## config.mk

```make
export PLATFORM = sky130hd
export DESIGN_NAME = sram_axi_bridge
export DESIGN_NICKNAME = d
export VERILOG_FILES = /design/src/rtl/sram_axi_bridge_pkg.sv /design/src/rtl/sram_axi_bridge.sv
export SDC_FILE = /design/constraint.sdc
export NUM_CORES = 1
export LEC_CHECK = 0
export ABC_AREA = 1
export CAP_MARGIN = 20
export CORE_AREA = 2 2 147 149
export CTS_CLUSTER_SIZE = 12
export DETAILED_ROUTE_END_ITERATION = 7
export DIE_AREA = 0 0 149 151
export GPL_TIMING_DRIVEN = 0
export PLACE_DENSITY_LB_ADDON = 0.1
export SLEW_MARGIN = 10
export SYNTH_ARGS = -nofsm -noshare
export SYNTH_HDL_FRONTEND = slang
export SYNTH_SLANG_ARGS = --single-unit
export TNS_END_PERCENT = 1
```

## constraint.sdc

```tcl
create_clock -name clk -period 1.2 [get_ports clk]
set_input_delay 0.24 -clock clk [delete_from_list [all_inputs] [get_ports clk]]
set_output_delay 0.24 -clock clk [all_outputs]
set_load 0.005 [all_outputs]
```

## src/rtl/sram_axi_bridge_pkg.sv

```systemverilog
// Shared constants, ID values and state encoding for the SRAM-like to AXI bridge.
package sram_axi_bridge_pkg;

  // AXI attribute encodings driven on AR/AW
  localparam logic [1:0] BURST_INCR = 2'b01;
  localparam logic [2:0] SIZE_WORD  = 3'd2;
  localparam logic [3:0] CACHE_WB   = 4'b1111;
  localparam logic [3:0] CACHE_UC   = 4'b0000;

  // Default transaction IDs per request source
  localparam int INST_ID_DEF = 0;
  localparam int DATA_ID_DEF = 1;

  // Bridge FSM encoding (exported through the fsm_state debug port)
  typedef enum logic [2:0] {
    IDLE   = 3'd0,
    RD_AR  = 3'd1,
    RD_R   = 3'd2,
    WR_AWW = 3'd3,
    WR_B   = 3'd4
  } state_t;

  // Map the core's cacheable attribute onto AXI AxCACHE
  function automatic logic [3:0] axi_cache(input logic cacheable);
    return cacheable ? CACHE_WB : CACHE_UC;
  endfunction

endpackage

```

## src/rtl/sram_axi_bridge.sv

```systemverilog
// Converts the core's split inst/data SRAM-like ports into one AXI master
// with a single outstanding single-beat transaction. Data has priority.
//
// Handshake rules: an AXI transfer happens on a rising edge where both
// valid and ready are high. This block raises a valid only from a register,
// keeps it and its payload stable until the matching ready is seen, and never
// makes a valid depend on the corresponding ready. On the core side, a
// request is taken in the cycle where req and addr_ok are both high, and
// data_ok is a one-cycle pulse carrying read data or write completion.
module sram_axi_bridge
  import sram_axi_bridge_pkg::*;
#(
  parameter int ID_W    = 4,
  parameter int INST_ID = INST_ID_DEF,
  parameter int DATA_ID = DATA_ID_DEF
) (
  input  logic            clk,
  input  logic            resetn,
  // instruction side
  input  logic            inst_req,
  input  logic            inst_cache,
  input  logic [31:0]     inst_addr,
  output logic            inst_addr_ok,
  output logic            inst_data_ok,
  output logic [31:0]     inst_rdata,
  // data side
  input  logic            data_req,
  input  logic            data_cache,
  input  logic            data_wr,
  input  logic [3:0]      data_wstrb,
  input  logic [31:0]     data_addr,
  input  logic [2:0]      data_size,
  input  logic [31:0]     data_wdata,
  output logic            data_addr_ok,
  output logic            data_data_ok,
  output logic [31:0]     data_rdata,
  // AXI read address
  output logic [ID_W-1:0] arid,
  output logic [31:0]     araddr,
  output logic [7:0]      arlen,
  output logic [2:0]      arsize,
  output logic [1:0]      arburst,
  output logic [3:0]      arcache,
  output logic            arvalid,
  input  logic            arready,
  // AXI read data
  input  logic [ID_W-1:0] rid,
  input  logic [31:0]     rdata,
  input  logic [1:0]      rresp,
  input  logic            rlast,
  input  logic            rvalid,
  output logic            rready,
  // AXI write address
  output logic [ID_W-1:0] awid,
  output logic [31:0]     awaddr,
  output logic [7:0]      awlen,
  output logic [2:0]      awsize,
  output logic [1:0]      awburst,
  output logic [3:0]      awcache,
  output logic            awvalid,
  input  logic            awready,
  // AXI write data
  output logic [31:0]     wdata,
  output logic [3:0]      wstrb,
  output logic            wlast,
  output logic            wvalid,
  input  logic            wready,
  // AXI write response
  input  logic [ID_W-1:0] bid,
  input  logic [1:0]      bresp,
  input  logic            bvalid,
  output logic            bready,
  // debug
  output state_t          fsm_state
);

  state_t      state;
  logic [31:0] req_addr;
  logic [31:0] req_wdata;
  logic [2:0]  req_size;
  logic [3:0]  req_wstrb;
  logic        req_cache;
  logic        req_is_data;

  // Only one beat is ever outstanding, so ID/response/last carry no information.
  logic unused_axi_inputs;
  assign unused_axi_inputs = ^{rid, rresp, rlast, bid, bresp};

  // Acceptance is only possible in IDLE; data beats inst in the same cycle.
  assign data_addr_ok = resetn && (state == IDLE) && data_req;
  assign inst_addr_ok = resetn && (state == IDLE) && inst_req && !data_req;

  // Channel payloads come straight from the latched request.
  assign arid    = req_is_data ? ID_W'(DATA_ID) : ID_W'(INST_ID);
  assign araddr  = req_addr;
  assign arlen   = 8'd0;
  assign arsize  = req_size;
  assign arburst = BURST_INCR;
  assign arcache = axi_cache(req_cache);

  assign awid    = ID_W'(DATA_ID);
  assign awaddr  = req_addr;
  assign awlen   = 8'd0;
  assign awsize  = req_size;
  assign awburst = BURST_INCR;
  assign awcache = axi_cache(req_cache);

  assign wdata   = req_wdata;
  assign wstrb   = req_wstrb;
  assign wlast   = 1'b1;

  assign fsm_state = state;

  // Bridge FSM: latches the request, runs the AXI channels, pulses data_ok.
  always_ff @(posedge clk) begin
    if (!resetn) begin
      state        <= IDLE;
      req_addr     <= 32'd0;
      req_wdata    <= 32'd0;
      req_size     <= 3'd0;
      req_wstrb    <= 4'd0;
      req_cache    <= 1'b0;
      req_is_data  <= 1'b0;
      arvalid      <= 1'b0;
      rready       <= 1'b0;
      awvalid      <= 1'b0;
      wvalid       <= 1'b0;
      bready       <= 1'b0;
      inst_data_ok <= 1'b0;
      data_data_ok <= 1'b0;
      inst_rdata   <= 32'd0;
      data_rdata   <= 32'd0;
    end else begin
      inst_data_ok <= 1'b0;
      data_data_ok <= 1'b0;
      case (state)
        IDLE: begin
          if (data_req) begin
            req_addr    <= data_addr;
            req_wdata   <= data_wdata;
            req_size    <= data_size;
            req_wstrb   <= data_wstrb;
            req_cache   <= data_cache;
            req_is_data <= 1'b1;
            if (data_wr) begin
              awvalid <= 1'b1;
              wvalid  <= 1'b1;
              state   <= WR_AWW;
            end else begin
              arvalid <= 1'b1;
              state   <= RD_AR;
            end
          end else if (inst_req) begin
            req_addr    <= inst_addr;
            req_wdata   <= 32'd0;
            req_size    <= SIZE_WORD;
            req_wstrb   <= 4'd0;
            req_cache   <= inst_cache;
            req_is_data <= 1'b0;
            arvalid     <= 1'b1;
            state       <= RD_AR;
          end
        end
        RD_AR: begin
          if (arready) begin
            arvalid <= 1'b0;
            rready  <= 1'b1;
            state   <= RD_R;
          end
        end
        RD_R: begin
          if (rvalid) begin
            rready <= 1'b0;
            if (req_is_data) begin
              data_rdata   <= rdata;
              data_data_ok <= 1'b1;
            end else begin
              inst_rdata   <= rdata;
              inst_data_ok <= 1'b1;
            end
            state <= IDLE;
          end
        end
        WR_AWW: begin
          // AW and W complete independently; leave once neither is pending.
          if (awvalid && awready) awvalid <= 1'b0;
          if (wvalid && wready)   wvalid  <= 1'b0;
          if ((!awvalid || awready) && (!wvalid || wready)) begin
            bready <= 1'b1;
            state  <= WR_B;
          end
        end
        WR_B: begin
          if (bvalid) begin
            bready       <= 1'b0;
            data_data_ok <= 1'b1;
            state        <= IDLE;
          end
        end
        default: state <= IDLE;
      endcase
    end
  end

endmodule

```

==> key figures, run 1 <==
Drt
  • Drt drc: 0
  • Drt first-iter violations: 217
  • DRT Wirelength: 22720 um
  • Routed WL per cell: 15.49 um
  • Vias: 6399
  • Vias per Instance: 4.362
  • First-pass iteration count of the detailed router: 5
  • Routed Antenna Nets: 0

Placed design
  • Cell Count Post-Placement: 1421
  • HPWL after detailed placement: 16890 um
  • Routability cong.: 0.8513
  • I/O Buffers: 335
  • Dpl ws: -0.9569 ns

Run status
  • Violations in the final reports: setup timing
  • Outcome: finished, violations left

Yosys
  • Distinct cells, synth: 28
  • Sequential share of the synthesized area: 48.73%
  • Post-synth EDFFs: 0
  • Gate Count Post-Synth: 785
  • Main synth FF type: dfxtp_1
  • Mapped cell area: 6040 um2
  • Number of synthesized register bits: 147
  • Syn_area_per_cell: 7.694 um2
  • Async SR Flop Fraction: 0%
  • Synth warn: 0

Worst setup path
  • Startpoint types: flop
  • Worst R2R Setup Slack: -0.37 ns
  • Setup crit end kind: primary output
  • Req. time, crit path: 0.96 ns
  • Data arrival, critical path: 1.37 ns
  • Critical path class: reg -> out
  • Worst-path maximum fanout: 4

Cells and area
  • Area Growth Syn to Fin: 71.80%
  • Fin cells: 1467
  • Layout cells sized above 1: 38.12%
  • Final nets: 1338

STA
  • Final hold vios: 0
  • Max Clk Rate: 621.0 MHz
  • Worst Slack Setup Final: -0.4103 ns
  • Final setup vio count: 190
  • RSZ-0062 raised after global routing: yes
  • Worst-Margin Slew: 0.5453 ns
  • TNS Setup: -40.67 ns
  • Count of pins over their slew limit: 0
  • Relative slew margins: 63.65%
  • Final critical-path share of the clock period: 134.2%
  • Final Critical Period: 1.610 ns
  • Worst clock skew: 0.008629 ns

Clock tree
  • CTS clock-pin slew for the worst setup and hold paths: 0.06 ns
  • H-Tree Depth: 4
  • Bufs on Longest Clock Path: 2
  • Root Buffer Master: clkbuf_16
  • CTS Hold Buffers Added: 0
  • TritonCTS buffer count: 17
  • CTS tree: yes
  • Worst skew pair latency: 0.42 ns
  • CTS sink count: 147

Floorplan
  • Starting Density: 29.00%
  • Die H: 151 um
  • Die ar.: 22500 um2
  • Core area: 20820 um2
  • Die X: 149 um
  • Site row count: 53
  • IO Pins: 379

Global route
  • First-pass GRT wire length: 33780 um
  • Vias in the first global route: 5886
  • Total grt overflow: 0
  • Initial antenna violation count: 1
  • Largest net degree at the start of global routing: 17
  • All-Layer GR Usage: 19.52%

Job
  • Max cap viols: 0

Power
  • P per Cell Area: 2003 nW/um2
  • Leakage: 5.123 nW
  • Max VDD drop: 0.9857 mV

Worst hold path
  • Worst hold path type: in -> reg
-- worst max-delay path, cell delays in order, from the launching register on --
cell	delay, ns
dfxtp_4	0.35
nor2_4	0.13
nand2_4	0.08
inv_4	0.06
nand3_4	0.07
inv_4	0.07
buf_6	0.10
buf_6	0.08
-- cells in the mapped netlist (3+ instances only) --
cell type    n  area [um2]
a21oi_1      4       20.02
a31oi_1     34       212.7
buf_1        4       15.01
buf_2       18       90.09
buf_4       76       570.6
buf_6        5       56.30
clkbuf_1    18       67.56
dfxtp_1    147        2943
inv_1       14       52.55
inv_2        7       26.28
nand2_1    156       585.6
nand3_1     44       220.2
nand4_1      3       18.77
nor2_1     135       506.7
nor2_4       3       33.78
nor3_1       3       15.01
o21ai_0     88       440.4
o21ai_1     12       60.06
-- worst paths after layout --
kind,start,to,cells after the start
hold / removal,data_req,araddr[0]$_SDFFE_PN0P_,3
hold reg to reg,rready$_SDFFE_PN0P_,rready$_SDFFE_PN0P_,2
setup / recovery,fsm_state[1]$_SDFFE_PN0P_,data_addr_ok,7
setup reg to reg,fsm_state[1]$_SDFFE_PN0P_,araddr[22]$_SDFFE_PN0P_,7
-- metrics by stage --
stage          cell area, um2  total power (W)  utilization, %  hold slack (ns)
2_1_floorplan            6150          0.01000               -           0.3505
3_3_place_gp             9847          0.01465           47.29           0.4403
3_5_place_dp             9847          0.01468           47.29           0.4361
4_1_cts                 10410          0.02094           49.99           0.1813
5_1_grt                 10370          0.02200           49.82           0.1988
6_report                10380          0.02078           49.83           0.1970
-- sequential cells by signal (all words and copies together) (netlist names), 3 cells and up --
name	count
inst_rdata	32
data_rdata	32
araddr	32
arsize	3
wstrb	4
fsm_state	3
wdata	32
-- cells by family (layout without fill, tap and decap cells) --
| group | count (synthesis) | count (layout) | share of synthesized area [%] |
|---|---|---|---|
| AND/OR/NAND/NOR | 349 | 349 | 23.45 |
| flip-flops | 147 | 147 | 48.73 |
| AO/OA/AOI/OAI | 144 | 144 | 13.03 |
| buffers and inverters | 143 | 523 | 14.67 |
| other | 2 | 29 | 0.1243 |
-- cell type report --
| class | count | area, um2 |
|---|---|---|
| Fill cell | 2099 | 10450 |
| Sequential cell | 147 | 3094 |
| Inverter | 21 | 83.83 |
| Buffer | 122 | 1037 |
| Clock inverter | 13 | 198.9 |
| Tap cell | 275 | 344.1 |
| Clock buffer | 19 | 442.9 |
| Antenna cell | 1 | 2.502 |
| Timing Repair Buffer | 348 | 2839 |
| Multi-Input combinational cell | 521 | 2333 |
-- what timing repair did --
| action | in CTS | in global routing |
|---|---|---|
| pin swaps | 2 | 3 |
| setup buffers | 11 | 2 |
| gates resized for setup | 756 | 79 |
| endpoints found under the setup margin | 332 | 228 |
-- placed cells by master, fill, tap and decap left out, types with 13 or more instances in the layout --
cell type        instances
o21ai_0                 86
clkbuf_2                22
inv_1                   13
buf_4                   47
dfxtp_1                 40
a31oi_1                 34
dfxtp_2                100
clkbuf_16               17
clkdlybuf4s50_1        144
buf_2                  120
nand2_1                156
buf_6                  102
nand3_1                 42
conb_1                  28
clkbuf_1                17
o21ai_1                 14
nor2_1                 134
-- per-layer routing --
layer,up-vias,global-route usage (%),wire length [um]
li1,3245,-,-
met1,2908,23.65,9324
met2,228,33.41,11240
met3,18,6.386,1856
met4,0,5.143,297
met5,-,0,0
-- power breakdown --
| part | switching [W] | internal [W] | leakage [nW] |
|---|---|---|---|
| combinational | 0.00343 | 0.00451 | 3.56 |
| clock | 0.00226 | 0.00359 | 0.312 |
| sequential | 0.000803 | 0.00619 | 1.25 |
Note: power is estimated with default switching activity, not from simulation.
==> run 2: changes to the inputs <==
- CTS_BUF_LIST: not set -> sky130_fd_sc_hd__clkbuf_4 sky130_fd_sc_hd__clkbuf_8 sky130_fd_sc_hd__clkbuf_16
==> run 2 against run 1 <==
Sequential power hardly changed. First-iteration DRC count grew 11%. Core utilization about the same. Highest routed layer unchanged. Sequential cell count stayed put. Critical path depth stayed put. Combinational power about the same. Cell count unchanged. Critical endpoint unchanged. The flow still finishes with violations (setup timing). Register-to-register slack got worse by 0.02 ns. Design area barely moved.
==> key figures, run 2 (same netlist as run 1, synthesis figures left out) <==
Floorplan
  • Die ar.: 22500 um2
  • Die H: 151 um
  • IO Pins: 379
  • Die X: 149 um
  • Site row count: 53
  • Starting Density: 29.00%
  • Core area: 20820 um2

STA
  • Max Clk Rate: 620.6 MHz
  • Worst Slack Setup Final: -0.4113 ns
  • Final hold vios: 0
  • Relative slew margins: 63.05%
  • Count of pins over their slew limit: 0
  • Final Critical Period: 1.611 ns
  • TNS Setup: -40.75 ns
  • Final critical-path share of the clock period: 134.3%
  • Worst-Margin Slew: 0.5542 ns
  • Final setup vio count: 191
  • Hold slack: 0.1962 ns
  • RSZ-0062 raised after global routing: yes
  • Worst clock skew: 0.008560 ns

Global route
  • First-pass GRT wire length: 33740 um
  • Initial antenna violation count: 1
  • All-Layer GR Usage: 19.51%
  • Total grt overflow: 0
  • Vias in the first global route: 5881
  • Largest net degree at the start of global routing: 17

Worst setup path
  • Req. time, crit path: 0.96 ns
  • Critical path class: reg -> out
  • Worst-path maximum fanout: 4
  • Data arrival, critical path: 1.37 ns
  • Worst R2R Setup Slack: -0.39 ns
  • Crit Reg-Reg Endpoint: araddr[22]$_SDFFE_PN0P_
  • Cell count of the worst reg-to-reg path: 7
  • Setup crit end kind: primary output
  • RR Startpoint: fsm_state[1]$_SDFFE_PN0P_
  • Startpoint types: flop

Drt
  • First-pass iteration count of the detailed router: 5
  • Vias: 6425
  • DRT Wirelength: 22720 um
  • Vias per Instance: 4.380
  • Drt drc: 0
  • Routed Antenna Nets: 0
  • Drt first-iter violations: 240
  • Routed WL per cell: 15.49 um

Placed design
  • Placed Area: 9847 um2
  • Cell Count Post-Placement: 1421
  • Routability cong.: 0.8513
  • HPWL after detailed placement: 16890 um
  • I/O Buffers: 335

Cells and area
  • Area Growth Syn to Fin: 71.87%
  • Final nets: 1338
  • Storage element area: 3094 um2
  • Fill count: 2102
  • Multi-input logic area: 2333 um2
  • Layout cells sized above 1: 38.20%
  • Fin cells: 1467
  • Cell area after layout: 10380 um2
  • Most frequent cells in the layout: 156 x nand2_1, 144 x clkdlybuf4s50_1, 134 x nor2_1, 120 x buf_2, 102 x buf_6
  • Most common cell after layout, fill and taps aside: nand2_1

Clock tree
  • Bufs on Longest Clock Path: 2
  • CTS clock-pin slew for the worst setup and hold paths: 0.06 ns
  • CTS tree: yes
  • Root Buffer Master: clkbuf_16
  • CTS sink count: 147
  • TritonCTS buffer count: 17
  • H-Tree Depth: 4
  • Worst skew pair latency: 0.42 ns

Worst hold path
  • Beginning of the worst hold path: data_req
  • Hold path depth: 3
  • Worst hold path type: in -> reg
  • Hold endpoint: araddr[0]$_SDFFE_PN0P_

Power
  • Max VDD drop: 0.9897 mV
  • Leakage: 5.126 nW
  • P per Cell Area: 2005 nW/um2

Run status
  • Violations in the final reports: setup timing
  • Outcome: finished, violations left

Job
  • Max cap viols: 0
-- run 2: metrics by stage --
step	utilization, %	setup WS, ns	power, W
floorplan	-	-0.07835	0.01000
global placement	47.29	-0.9442	0.01465
detailed placement	47.29	-0.9569	0.01468
CTS	50.01	-0.4500	0.02097
global route	49.84	-0.4783	0.02203
finish	49.85	-0.4113	0.02081
-- run 2: where the power goes --
group	internal (W)	leakage (nW)	switching [W]	total, W
clock network	0.00361	0.315	0.00226	0.00587
logic	0.00451	3.56	0.00344	0.00794
registers	0.00619	1.25	0.000806	0.00700
total	0.0143	5.13	0.00650	0.0208
-- run 2: per-layer routing --
metal | vias up | share of wire [%] | routed length, um | GRT usage [%]
met5 | - | 0 | 0 | 0
met4 | 0 | 1.3 | 286 | 5.143
met3 | 17 | 8.2 | 1871 | 6.386
met2 | 239 | 49 | 11230 | 33.36
met1 | 2924 | 41 | 9330 | 23.63
li1 | 3245 | - | - | -
-- run 2: how the worst max path moves through the flow --
stage	end	start	depth (start not counted)	slack, ns
after CTS	data_addr_ok	fsm_state[0]$_SDFFE_PN0P_	7	-0.45
final	data_addr_ok	fsm_state[1]$_SDFFE_PN0P_	7	-0.41
after detailed placement	inst_addr_ok	resetn	5	-0.96
after floorplan	wdata[11]$_SDFFE_PN0P_	fsm_state[1]$_SDFFE_PN0P_	8	-0.08
after global placement	inst_addr_ok	resetn	5	-0.94
after global routing	data_addr_ok	fsm_state[1]$_SDFFE_PN0P_	7	-0.48
-- run 2: what timing repair did --
item,in CTS,in global routing
hold buffers,0,0
setup buffers,11,2
resized for setup,756,79
pin swaps,2,3
endpoints found under the setup margin,332,228
-- run 2: layout make-up --
class	count	share of cell area [%]
sequential	147	29.81
timing repair buffer	348	27.35
multi-input combinational	521	22.48
buffer	122	9.993
clock buffer	19	4.303
tap	275	3.315
clock inverter	13	1.917
inverter	21	0.8076
antenna	1	0.02411
-- run 2: worst max-delay path: stages (launching register included) --
cell and delay, ns:
dfxtp_4 0.35, nor2_4 0.13, nand2_4 0.08, inv_4 0.06
nand3_4 0.07, inv_4 0.07, buf_6 0.10, buf_6 0.08
